File: src/rtl/pipe_addsub_pkg.sv
// Shared definitions for the pipelined adder/subtractor: op encoding, slice sizing
// helpers and the 1-bit full-adder cell used to build each carry slice.
package pipe_addsub_pkg;

  localparam logic OP_ADD = 1'b0;
  localparam logic OP_SUB = 1'b1;

  function automatic int slice_width(input int width, input int stages);
    return width / stages;
  endfunction

  // Legal split: at least one stage, no more stages than bits, equal-sized slices.
  function automatic bit split_ok(input int width, input int stages);
    return (stages >= 1) && (stages <= width) && ((width % stages) == 0);
  endfunction

  // Returns {carry_out, sum}.
  function automatic logic [1:0] full_add(input logic x, input logic y, input logic ci);
    return {(x & y) | (ci & (x ^ y)), x ^ y ^ ci};
  endfunction

endpackage

File: src/rtl/pipe_addsub_slice.sv
// add_slice: W-bit ripple adder built from full-adder cells; also exposes the carry
// into its MSB so the last slice can form the signed-overflow flag.
module add_slice
  import pipe_addsub_pkg::*;
#(
  parameter int W = 8
) (
  input  logic [W-1:0] a,
  input  logic [W-1:0] b,
  input  logic         cin,
  output logic [W-1:0] s,
  output logic         cout,
  output logic         c_msb
);

  logic [W:0] c;

  // NOTE: combinational blocks use blocking '=' and give every output a default
  // first, so the ripple reads the carry just computed and no latch is inferred.
  always_comb begin
    c    = '0;
    s    = '0;
    c[0] = cin;
    for (int i = 0; i < W; i++) begin
      {c[i+1], s[i]} = full_add(a[i], b[i], c[i]);
    end
  end

  assign cout  = c[W];
  assign c_msb = c[W-1];

endmodule

File: src/rtl/pipe_addsub.sv
// pipe_addsub: WIDTH-bit add/sub with the carry chain cut into STAGES registered
// slices, valid/ready on both sides, one result per cycle with full backpressure.
module pipe_addsub
  import pipe_addsub_pkg::*;
#(
  parameter int WIDTH  = 32,
  parameter int STAGES = 4
) (
  input  logic             clk,
  input  logic             rst_n,
  input  logic             in_valid,
  output logic             in_ready,
  input  logic [WIDTH-1:0] a,
  input  logic [WIDTH-1:0] b,
  input  logic             cin,
  input  logic             sub,
  output logic             out_valid,
  input  logic             out_ready,
  output logic [WIDTH-1:0] s,
  output logic             cout,
  output logic             ovf,
  output logic             zero
);

  localparam int SLICE = slice_width(WIDTH, STAGES);
  localparam int LAST  = STAGES - 1;

  if (!split_ok(WIDTH, STAGES)) begin : g_param_check
    $error("pipe_addsub: WIDTH must be a positive multiple of STAGES");
  end

  logic [STAGES-1:0] valid_q, valid_d, adv;
  logic [STAGES-1:0] c_q, c_d;
  logic [WIDTH-1:0]  a_q   [STAGES];
  logic [WIDTH-1:0]  a_d   [STAGES];
  logic [WIDTH-1:0]  b_q   [STAGES];
  logic [WIDTH-1:0]  b_d   [STAGES];
  logic [WIDTH-1:0]  sum_q [STAGES];
  logic [WIDTH-1:0]  sum_d [STAGES];
  logic              ovf_q, ovf_d, zero_q, zero_d;

  // What each stage would load: stage 0 from the ports, stage k from stage k-1.
  logic [WIDTH-1:0]  src_a   [STAGES];
  logic [WIDTH-1:0]  src_b   [STAGES];
  logic [WIDTH-1:0]  src_sum [STAGES];
  logic [STAGES-1:0] src_c, src_v;

  logic [SLICE-1:0]  slc_s  [STAGES];
  logic              slc_co [STAGES];
  logic              cmsb_last;

  always_comb begin
    adv       = '0;
    adv[LAST] = ~valid_q[LAST] | out_ready;
    for (int k = LAST - 1; k >= 0; k--) begin
      adv[k] = ~valid_q[k] | adv[k+1];
    end
  end

  assign in_ready = adv[0];

  always_comb begin
    src_a[0]   = a;
    src_b[0]   = (sub == OP_SUB) ? ~b : b;
    src_c[0]   = (sub == OP_SUB) ? 1'b1 : cin;
    src_sum[0] = '0;
    src_v[0]   = in_valid;
    for (int k = 1; k < STAGES; k++) begin
      src_a[k]   = a_q[k-1];
      src_b[k]   = b_q[k-1];
      src_c[k]   = c_q[k-1];
      src_sum[k] = sum_q[k-1];
      src_v[k]   = valid_q[k-1];
    end
  end

  for (genvar k = 0; k < STAGES; k++) begin : g_stage
    logic slice_cmsb;

    add_slice #(.W(SLICE)) u_slice (
      .a    (src_a[k][k*SLICE +: SLICE]),
      .b    (src_b[k][k*SLICE +: SLICE]),
      .cin  (src_c[k]),
      .s    (slc_s[k]),
      .cout (slc_co[k]),
      .c_msb(slice_cmsb)
    );

    if (k == LAST) begin : g_last
      assign cmsb_last = slice_cmsb;
    end else begin : g_mid
      logic unused_cmsb;
      assign unused_cmsb = slice_cmsb;
    end
  end

  // Data only moves with a valid beat, so a stalled or drained output holds its value.
  always_comb begin
    for (int k = 0; k < STAGES; k++) begin
      valid_d[k] = adv[k] ? src_v[k] : valid_q[k];
      a_d[k]     = a_q[k];
      b_d[k]     = b_q[k];
      sum_d[k]   = sum_q[k];
      c_d[k]     = c_q[k];
      if (adv[k] && src_v[k]) begin
        a_d[k]                     = src_a[k];
        b_d[k]                     = src_b[k];
        sum_d[k]                   = src_sum[k];
        sum_d[k][k*SLICE +: SLICE] = slc_s[k];
        c_d[k]                     = slc_co[k];
      end
    end
    ovf_d  = ovf_q;
    zero_d = zero_q;
    if (adv[LAST] && src_v[LAST]) begin
      ovf_d  = cmsb_last ^ slc_co[LAST];
      zero_d = ~|sum_d[LAST];
    end
  end

  // NOTE: state updates use non-blocking '<='. Data registers are cleared on reset
  // too: the last stage drives s/cout directly and those must read 0 in reset.
  always_ff @(posedge clk or negedge rst_n) begin
    if (!rst_n) begin
      valid_q <= '0;
      c_q     <= '0;
      ovf_q   <= 1'b0;
      zero_q  <= 1'b0;
      for (int k = 0; k < STAGES; k++) begin
        a_q[k]   <= '0;
        b_q[k]   <= '0;
        sum_q[k] <= '0;
      end
    end else begin
      valid_q <= valid_d;
      c_q     <= c_d;
      ovf_q   <= ovf_d;
      zero_q  <= zero_d;
      for (int k = 0; k < STAGES; k++) begin
        a_q[k]   <= a_d[k];
        b_q[k]   <= b_d[k];
        sum_q[k] <= sum_d[k];
      end
    end
  end

  // The last stage has no upper operand bits left to forward.
  logic unused_last;
  assign unused_last = ^{a_q[LAST], b_q[LAST]};

  assign out_valid = valid_q[LAST];
  assign s         = sum_q[LAST];
  assign cout      = c_q[LAST];
  assign ovf       = ovf_q;
  assign zero      = zero_q;

endmodule

File: config.mk
export PLATFORM = sky130hd
export DESIGN_NAME = pipe_addsub
export DESIGN_NICKNAME = d
export VERILOG_FILES = /design/src/rtl/pipe_addsub_pkg.sv /design/src/rtl/pipe_addsub_slice.sv /design/src/rtl/pipe_addsub.sv
export SDC_FILE = /design/constraint.sdc
export NUM_CORES = 1
export LEC_CHECK = 0
export CAP_MARGIN = 10
export CORE_ASPECT_RATIO = 0.5
export CORE_MARGIN = 4
export CORE_UTILIZATION = 40
export CTS_BUF_LIST = sky130_fd_sc_hd__clkbuf_16
export DETAILED_ROUTE_END_ITERATION = 16
export HOLD_SLACK_MARGIN = 0.03
export PLACE_DENSITY = 0.61
export SLEW_MARGIN = 20
export SYNTH_ARGS = -nofsm -noshare
export SYNTH_HDL_FRONTEND = slang
export SYNTH_HIERARCHICAL = 1
export SYNTH_SLANG_ARGS = --single-unit
export TNS_END_PERCENT = 1
File: constraint.sdc
create_clock -name clk -period 5.5 [get_ports clk]
set_clock_uncertainty 0.05 [all_clocks]
set_input_delay 0.55 -clock clk [delete_from_list [all_inputs] [get_ports clk]]
set_output_delay 0.55 -clock clk [all_outputs]
set_load 0.02 [all_outputs]
; ---- Word-level counts from Yosys, hierarchy flattened
; Cells that the tools add are included.
[word_totals]
ff_bits = 282
elab_cells = 199
[op_classes]
reduce_logical = 6
mux = 3
n_bitwise = 170
[ops]
columns = operator, count
row1 = XOR 1 bit, 65
row2 = bitwise AND 1 bit, 64
row3 = 2-to-1 mux 32 bit, 2
row4 = bitwise OR 1 bit, 36
row5 = NOT 32 bit, 1
row6 = OR reduction 32 bit, 1
row7 = logical AND 1 bit, 4
row8 = NOT 1 bit, 4
row9 = logical NOT 1 bit, 1
row10 = 2-to-1 mux 1 bit, 1

; ---- Logic depth before layout (Yosys ltp)
[depth]
depth_word = 19
depth_mapped = 16
ltp_nobuf = 15

; ---- Cells and area by module
; Netlist, hierarchy kept.
[by_module_without_submodules]
columns = mod, n_inst, cells_each, seq_area_each_um2, area_per_inst_um2
row1 = pipe_addsub, 1, 451, 4654.5, 7285.7
row2 = add_slice, 4, 18, 0.0, 197.7

; ---- Worst setup path after synthesis
; No wires, ideal clock.
[synth_path]
path_kind = input port to flip-flop
startpoint = input port sub
endpoint = register sum_q, in the netlist src_sum[71]
arrival_time_ps = 4241
setup_ps = 125
path_stages = 16
path_buffers = 2
required_ps = 5325
slack_ps = 1084
cell_sequence = clkbuf_1 -> buf_2 -> or2_2 -> inv_1 -> fa_1 -> inv_1 -> fa_1 -> fa_1 -> fa_1 -> fa_1 -> fa_1 -> inv_1 -> fa_1 -> inv_1 -> fa_1 -> mux2_2
[synth_lines]
columns = item, line_no
row1 = start: declaration, pipe_addsub.sv:16  ; input logic sub,
row2 = end signal: indexed assignment, pipe_addsub.sv:142  ; sum_q[k] <= sum_d[k];
row3 = end: declaration, pipe_addsub.sv:38  ; logic [WIDTH-1:0] sum_q [STAGES];

==> flow_summary.json <==
{
  "status": "completed",
  "wire_per_inst_um": 17.0,
  "register_area_um2": 4650,
  "final-hold-violation-count": 0,
  "first_iter_violations": 150,
  "slew_viol_final": 0,
  "die-area_um2": 22700,
  "avgViaCountPerCell": 4.69,
  "initial_core_util_pct": 41.1,
  "period_needed_ns": 4.24,
  "cts_tree": "built",
  "synth_fp_nets": 625,
  "htree_num_levels": 4,
  "rows": 36,
  "path_buf_inv": 4,
  "path_max_fanout": 2,
  "avgSynthCellArea_um2": 15.4,
  "syn_area_um2": 8080,
  "clk_pin_slew_ns": 0.06,
  "cts.path.max_buffers": 2,
  "routabilityCongestion": 0.734,
  "r2r_start": "b_q[56]",
  "required_ns": 5.77,
  "crit_family": "adder cells",
  "crit_arrival_ns": 4.51,
  "syn_to_final_growth_pct": 23.0,
  "multi_input_area_um2": 3150,
  "grt_pass1_vias": 4720,
  "fin_setup_tns_ns": 0,
  "drive_gt1_share_pct": 28.1,
  "antenna_found_initial": 1,
  "drc": 0,
  "peakVddDrop_mv": 0.212,
  "globalRouteOverflowTotal": 0,
  "clock_sinks": 186,
  "cts_setup_buffers": 0,
  "p_leak_nw": 4.24,
  "grt_max_degree": 82,
  "nNetsFinal": 734,
  "critPathLaunch": "b_q[56]",
  "synth_cell_types": 22,
  "root_buffer": "clkbuf_16",
  "ant_nets": 0,
  "drt_wl_total_um": 15500,
  "path_common_cell": "fa_1",
  "vias": 4277,
  "synth-seq-cells": 186,
  "cts_resized": 0,
  "core_um2": 19600,
  "synthCells": 523,
  "nFillCells": 1735,
  "power.density_nw_per_um2": 498,
  "io_pins": 107,
  "fin_crit_sh_pct": 77.1,
  "r2r_setup_slack_ns": 1.26,
  "critical_path_class": "reg -> reg",
  "dpl_cell_area_um2": 9390,
  "cap_violations": 0,
  "maxSlewHeadroom_pct": 35.4,
  "n_antenna_cell": 0,
  "grt_pass1_wl_um": 25300,
  "critPathMaxStageDelay_ns": 0.47,
  "grt_use_total_pct": 14.5,
  "fin_area_um2": 9940,
  "finalSetupViolCount": 0,
  "die_w_um": 209,
  "hold_buffers": 0,
  "critPathSlowestCell": "fa_1",
  "insertion_delay_ns": 0.42,
  "rsz0062_at_grt": "no",
  "setup.worst_path.start_class": "register",
  "tightest_slew_ns": 0.965,
  "cts_buffers": 17,
  "max_freq_mhz": 236,
  "port_buffers": 106,
  "endpoint_kind": "register",
  "ys_warn_count": 6,
  "crit_chain": "inv_1 -> fa_1 -> inv_1 -> fa_1 -> fa_1 -> fa_1 -> fa_1 -> fa_1 -> inv_1 -> fa_1 -> inv_1 -> fa_1 -> nor4_1 -> nand4_1 -> o31ai_1",
  "dr.pass1.iters": 4,
  "ys_seq_area_share_pct": 57.6,
  "hold_class": "in -> async",
  "die_h_um": 108,
  "place_hpwl_um": 10700
}
## kinds of logic after synthesis
group	count (synthesis)	share of synthesized area, %
AOI/OAI and AO/OA	5	0.387
and+or+nand+nor	23	1.75
buffers and inverters	64	3.62
DFF	186	57.6
muxes	180	25.1
adders and majority gates	32	7.93
xor gates and xnor gates	33	3.58
## placed cells by master (no fill, tap or decap), types with 2 or more instances in the layout
cell and count:
mux2_1 40, mux2_2 140, nand2b_1 3, or2_2 2, buf_4 6, fa_1 32, clkinv_1 4, nand4_1 2
xor2_1 32, clkdlybuf4s50_1 104, clkinvlp_4 6, nand2_1 2, inv_1 44, clkbuf_16 17, nand2_2 2, nor4_1 8
o21ai_0 3, dfrtp_1 186
## registers in the layout (all words and copies together), names as in the netlist
name     count
a_q         48
b_q         48
c_q          4
ovf          1
s           32
src_sum     48
valid_q      4
zero         1
## report_power, final
group / switching, W / internal, W
logic: 0.000694 / 0.000907
registers: 0.000335 / 0.00188
clock network: 0.000517 / 0.000614
total: 0.00155 / 0.00340
## cell usage after synthesis
| cell type | instances | share of area [%] |
|---|---|---|
| buf_2 | 15 | 0.93 |
| buf_4 | 3 | 0.28 |
| buf_6 | 3 | 0.42 |
| clkbuf_1 | 1 | 0.046 |
| dfrtp_1 | 186 | 58 |
| fa_1 | 32 | 7.9 |
| inv_1 | 42 | 2.0 |
| mux2_1 | 40 | 5.6 |
| mux2_2 | 140 | 20 |
| nand2_1 | 5 | 0.23 |
| nand2b_1 | 3 | 0.23 |
| nand3b_1 | 1 | 0.093 |
| nand4_1 | 2 | 0.15 |
| nand4b_2 | 1 | 0.19 |
| nor2b_1 | 1 | 0.078 |
| nor4_1 | 8 | 0.62 |
| o21ai_0 | 3 | 0.19 |
| o21ai_2 | 1 | 0.11 |
| o31ai_1 | 1 | 0.093 |
| or2_2 | 2 | 0.15 |
| xnor2_1 | 1 | 0.11 |
| xor2_1 | 32 | 3.5 |
## worst paths after layout
kind,cells after the start,endpoint
worst min-delay path,1,b_q[92]
worst max register to register,15,zero
worst max-delay path,15,zero
min in group clk,1,b_q[89]
worst min register to register,1,b_q[89]
max in group asynchronous,2,src_sum[5]
## layer usage
metal	GRT usage, %	vias to the layer above	routed length [µm]
li1	-	1970	-
met1	20.6	2227	7550
met2	22.0	63	7050
met3	3.68	15	622
met4	4.42	2	227
met5	0	-	10
## cell type report
type,count,area share [%]
Inverter,42,1.59
Tap cell,266,3.35
Multi-Input combinational cell,273,31.7
Timing Repair Buffer,112,11.1
Clock buffer,17,4.28
Clock inverter,15,1.12
Sequential cell,186,46.8
## through the flow
step	instances	util [%]	setup slack, ns	total power [W]	hold slack (ns)
global route	911	50.6	0.936	0.00529	0.166
global placement	879	47.8	0.984	0.00383	0.419
finish	911	50.6	1.26	0.00495	0.125
floorplan	523	-	1.08	0.00321	0.204
CTS	911	50.6	1.18	0.00505	0.132
detailed placement	879	47.8	0.920	0.00389	0.419
(Power assumes the default switching activity.)
==> edit 1, RTL diff (same settings) <==
Reset style: synchronous (`rst_n`), changed in one clocked block.
--- a/src/rtl/pipe_addsub.sv
+++ b/src/rtl/pipe_addsub.sv
@@ -120,7 +120,7 @@
 
   // NOTE: state updates use non-blocking '<='. Data registers are cleared on reset
   // too: the last stage drives s/cout directly and those must read 0 in reset.
-  always_ff @(posedge clk or negedge rst_n) begin
+  always_ff @(posedge clk) begin
     if (!rst_n) begin
       valid_q <= '0;
       c_q     <= '0;
Check against the original RTL: not equivalent (Yosys sat finds a counterexample within 10 cycles, from zero or initial values and one cycle with rst_n low; the reset may be asserted at any time).
==> edit 1 against the unedited design <==
Hold slack improved by 270 ps. Synthesized cell count rose by 79%. Synthesized area fell by 0.81%. Largest cell class is now multi-input combinational cells. Routed wire length rose by 17%. Worst setup slack got worse by 140 ps. Design area fell by 1.6%. Highest routed layer is now met4. Non-clock buffer count rose by 2. Critical path depth rose by 1. Global-route usage rose by 2.1 points. Final cell count rose by 40%. Sequential cell count did not move.
Power is not compared: it rests on default switching activity, and its combinational part moved more than twofold at a synthesized area within 25%.
==> edit 1: results (changes against the unedited design) <==
- Drt first pass iters: 5 (+1)
- GPL Wtd Cong: 0.804 (+9.5%)
- Clk_lat worst skew: 440 ps (+20 ps)
- Status: complete, no violations
- Via density: 4.67 (-0.52%)
- Vias in the first global route: 5710 (+21%)
- Compound-gate portion of the synthesized area: 0.160 (+0.156)
- Filler instances: 1933 (+11%)
- Sequential cell area fraction in the yosys report: 0.465 (-0.112)
- Buffers, non-clock: 114 (+1.8%)
- Hpwl dp: 12600 microns (+17%)
- Buffer share of cell area: 0.119 (+0.00747)
- Largest net degree at the start of global routing: 175 (+110%)
- Max-slew headroom: 0.338 (-0.0159)
- Unique cell type count in the Yosys netlist: 33 (+50%)
- Pre-CTS setup slack: 1010 ps (+92.4 ps)
- Fin area: 9770 sq um (-1.6%)
- Cells after synthesis: 934 (+79%)
- Synth Area in Adders: 0.0800 (+0.000644)
- Multi-input gate area: 3790 sq um (+20%)
- Total Routing Usage GR: 0.165 (+0.0208)
- Placement Cell Area: 9100 sq um (-3.1%)
- Initial antenna violation count: 0 (-1)
- Post-synthesis xor/xnor area fraction: 0.0361 (+0.000291)
- Non-filler instance count after layout: 1277 (+40%)
- Largest stage delay on the critical path: 460 ps
- Sequential fraction of total cell area: 0.381 (-0.0875)
- Syn nets: 1036 (+66%)
- Commonest cells post-synth: 307 x nand2_1, 186 x dfxtp_1, 114 x a21boi_0, 58 x nand3_1, 55 x o21ai_1
- Data arrival time of the critical path: 4700 ps (+190 ps)
- Post-Place Cells: 1243 (+41%)
- Hold Path Class: flip-flop to flip-flop
- Top post-synthesis cells by area: dfxtp_1 46%, nand2_1 14%, a21boi_0 11%
- First-pass GRT wire length: 29900 microns (+19%)
- Mux cell area share after synthesis: 0 (-0.251)
- Clock-cell share of area: 0.0625 (+0.00844)
- Layout cells sized above 1: 0.0465 (-0.234)
- Async set-reset flop share out of synthesis: 0 (-1.00)
-- edit 1: cell count changes in the layout (fill, tap and decap cells not counted), moves of 58 or more --
cell,unedited run,this run
dfrtp_1,186,0
mux2_2,140,0
dfxtp_1,0,186
nand3_1,0,58
nand2_1,2,306
a21boi_0,0,114
-- edit 1: final timing paths --
kind | start | endpoint | slack, ps | cells past startpoint
worst max register to register | a_q[0][88] | zero | 1120 | 16
worst min register to register | b_q[0][31] | b_q[0][31] | 400 | 2
worst min-delay path | b_q[0][31] | b_q[0][31] | 400 | 2
worst max-delay path | a_q[0][88] | zero | 1120 | 16
-- edit 1: metal layers --
layer,GRT usage,share of wire,up-vias
met5,0,0,-
met4,0.0365,0.0042,0
met3,0.0394,0.053,6
met2,0.222,0.40,91
met1,0.263,0.55,2739
li1,-,-,3128
-- edit 1: report_power, final --
group | total, uW | leakage (uW) | internal (uW) | switching (uW)
Combinational | 254 | 0.00171 | 120 | 134
Clock | 1280 | 0.000290 | 723 | 557
Sequential | 1420 | 0.00151 | 1390 | 31.0
==> edit 2, RTL diff (same settings) <==
Made on the original files. `WIDTH`: 32 -> 16.
--- a/src/rtl/pipe_addsub.sv
+++ b/src/rtl/pipe_addsub.sv
@@ -3,7 +3,7 @@
 module pipe_addsub
   import pipe_addsub_pkg::*;
 #(
-  parameter int WIDTH  = 32,
+  parameter int WIDTH  = 16,
   parameter int STAGES = 4
 ) (
   input  logic             clk,
Ports: changed (resized a, b and s); port bits go from 107 to 59. The function was not compared with the original's and may differ.
==> edit 2 against the unedited design <==
Power down 46%. Routed wire length down 53%. Worst setup slack better by 1100 ps. Synthesized area down 46%. Critical path depth down 3. Critical endpoint is now src_sum[35]. Die area down 44%. Design area down 46%. Highest routed layer is now met4. Sequential cell count down 88. Core utilization up 1.2 points. Sequential share of layout area down 1.4 points. First-iteration DRC count down 25%. Sequential power down 49%.
==> edit 2: results (changes against the unedited design) <==
- First-pass GRT wire length: 13100 microns (-48%)
- Pleak: 0.00241 uW (-43%)
- Largest net degree at the start of global routing: 75 (-8.5%)
- Status: complete, no violations
- Commonest cells post-synth: 98 x dfrtp_1, 83 x mux2_2, 41 x inv_1, 17 x xor2_1, 16 x fa_1
- H-Tree Depth: 3 (-1)
- Top post-synthesis cells by area: dfrtp_1 56%, mux2_2 21%, fa_1 7.3%
- Synth warn: 6 (unchanged)
- DRT iter0 DRCs: 112 (-25%)
- EDFF count, synth: 0 (unchanged)
- Clk_lat worst skew: 340 ps (-80 ps)
- Hold Path Class: input pin to asynchronous set/reset pin
- Ant diodes: 0 (unchanged)
- Critical Path Slowest Stage Cell: clkdlybuf4s50_1
- Vias in the first global route: 2622 (-44%)
- Max-slew headroom: 0.377 (+0.0225)
- Largest stage delay on the critical path: 460 ps
- Hpwl dp: 5230 microns (-51%)
- Post-layout nets: 412 (-44%)
- Syn nets: 349 (-44%)
- CTS buffer count: 9 (-8)
- Critical Path Fanout Max: 17 (+15)
- WL per Instance: 14.5 microns (-14%)
- Unique cell type count in the Yosys netlist: 20 (-9.1%)
- Post-CTS setup buffer count: 0 (unchanged)
- CTS Buffer Depth: 2 (unchanged)
- GPL Wtd Cong: 0.729 (-0.74%)
- Dominant delay contributor by cell family on the critical path: adder cells
- Data arrival time of the critical path: 3290 ps (-1220 ps)
- Async set-reset flop share out of synthesis: 1.00 (unchanged)
- Sequential cell area fraction in the yosys report: 0.562 (-0.0140)
- Initial antenna violation count: 0 (-1)
- Total Routing Usage GR: 0.133 (-0.0119)
- Max Cap Viol: 0 (unchanged)
- Placement Cell Area: 5080 sq um (-46%)
- Worst VDD drop: 0.186 mV (-12%)
- Layout cells sized above 1: 0.314 (+0.0334)
- Most common flop cell mapped by yosys: dfrtp_1
- Core footprint: 10400 sq um (-47%)
- Net Sw Frac: 0.297 (-0.0152)
- Drt first pass iters: 4 (unchanged)
- Root Driver: clkbuf_16
- CTS clk-pin slew, worst paths: 60 ps (about the same)
- Pre-CTS setup slack: 2020 ps (+1100 ps)
- Vias post-DR: 2343 (-45%)
- Post-CTS resize count: 0 (unchanged)
- Input/output buffers: 58 (-45%)
edit 2: cell types whose count changed after synthesis, moves of 9 or more:
cell and change:
fa_1 -16, mux2_1 -40, xor2_1 -15, mux2_2 -57, mux2_4 +10, dfrtp_1 -88
buf_2 -9
edit 2: cell families after synthesis:
group	synth area share
xor gates and xnor gates	0.0341
DFF	0.562
AOI/OAI and AO/OA	0.00258
muxes	0.251
and+or+nand+nor	0.0258
adders and majority gates	0.0734
buffers and inverters	0.0508
edit 2: through the flow:
| step | std cells | hold WS [ps] | power (uW) | utilization |
|---|---|---|---|---|
| final | 503 | 47.3 | 2660 | 0.518 |
| after global routing | 503 | 60.0 | 2860 | 0.518 |
| after CTS | 503 | 53.5 | 2710 | 0.518 |
| after detailed placement | 487 | 421 | 2050 | 0.488 |
| after global placement | 487 | 417 | 2010 | 0.488 |
| after floorplan | 295 | 204 | 1700 | - |
edit 2: power groups by stage:
stage	Combinational, uW	Clock (uW)	Sequential [uW]
6_report	865	648	1140
5_1_grt	977	706	1180
4_1_cts	889	671	1150
3_5_place_dp	884	0	1160
3_3_place_gp	863	0	1150
2_1_floorplan	504	0	1190
edit 2: layer usage:
metal | vias to the layer above | track usage | routed length [microns]
met4 | 0 | 0.0367 | 85
met2 | 39 | 0.209 | 3410
met5 | - | 0 | 0
li1 | 1100 | - | -
met3 | 9 | 0.0500 | 339
met1 | 1195 | 0.174 | 3480
edit 2: layout make-up:
class	count	area, sq um
inverters	41	154
well taps	140	175
repair buffers	62	608
clock buffers	9	225
clock inverters	7	86.3
flip-flops and latches	98	2450
multi-input cells	146	1700
fillers	896	5010
edit 2: final timing paths:
kind | cells after the start | slack (ps) | to | from
setup / recovery | 12 | 2380 | src_sum[35] | sub
hold reg to reg | 1 | 450 | src_sum[23] | src_sum[23]
max in group asynchronous | 2 | 4150 | a_q[62] | rst_n
setup reg to reg | 11 | 2920 | zero | a_q[28]
hold / removal | 1 | 50 | src_sum[32] | rst_n
min in group clk | 1 | 450 | src_sum[23] | src_sum[23]
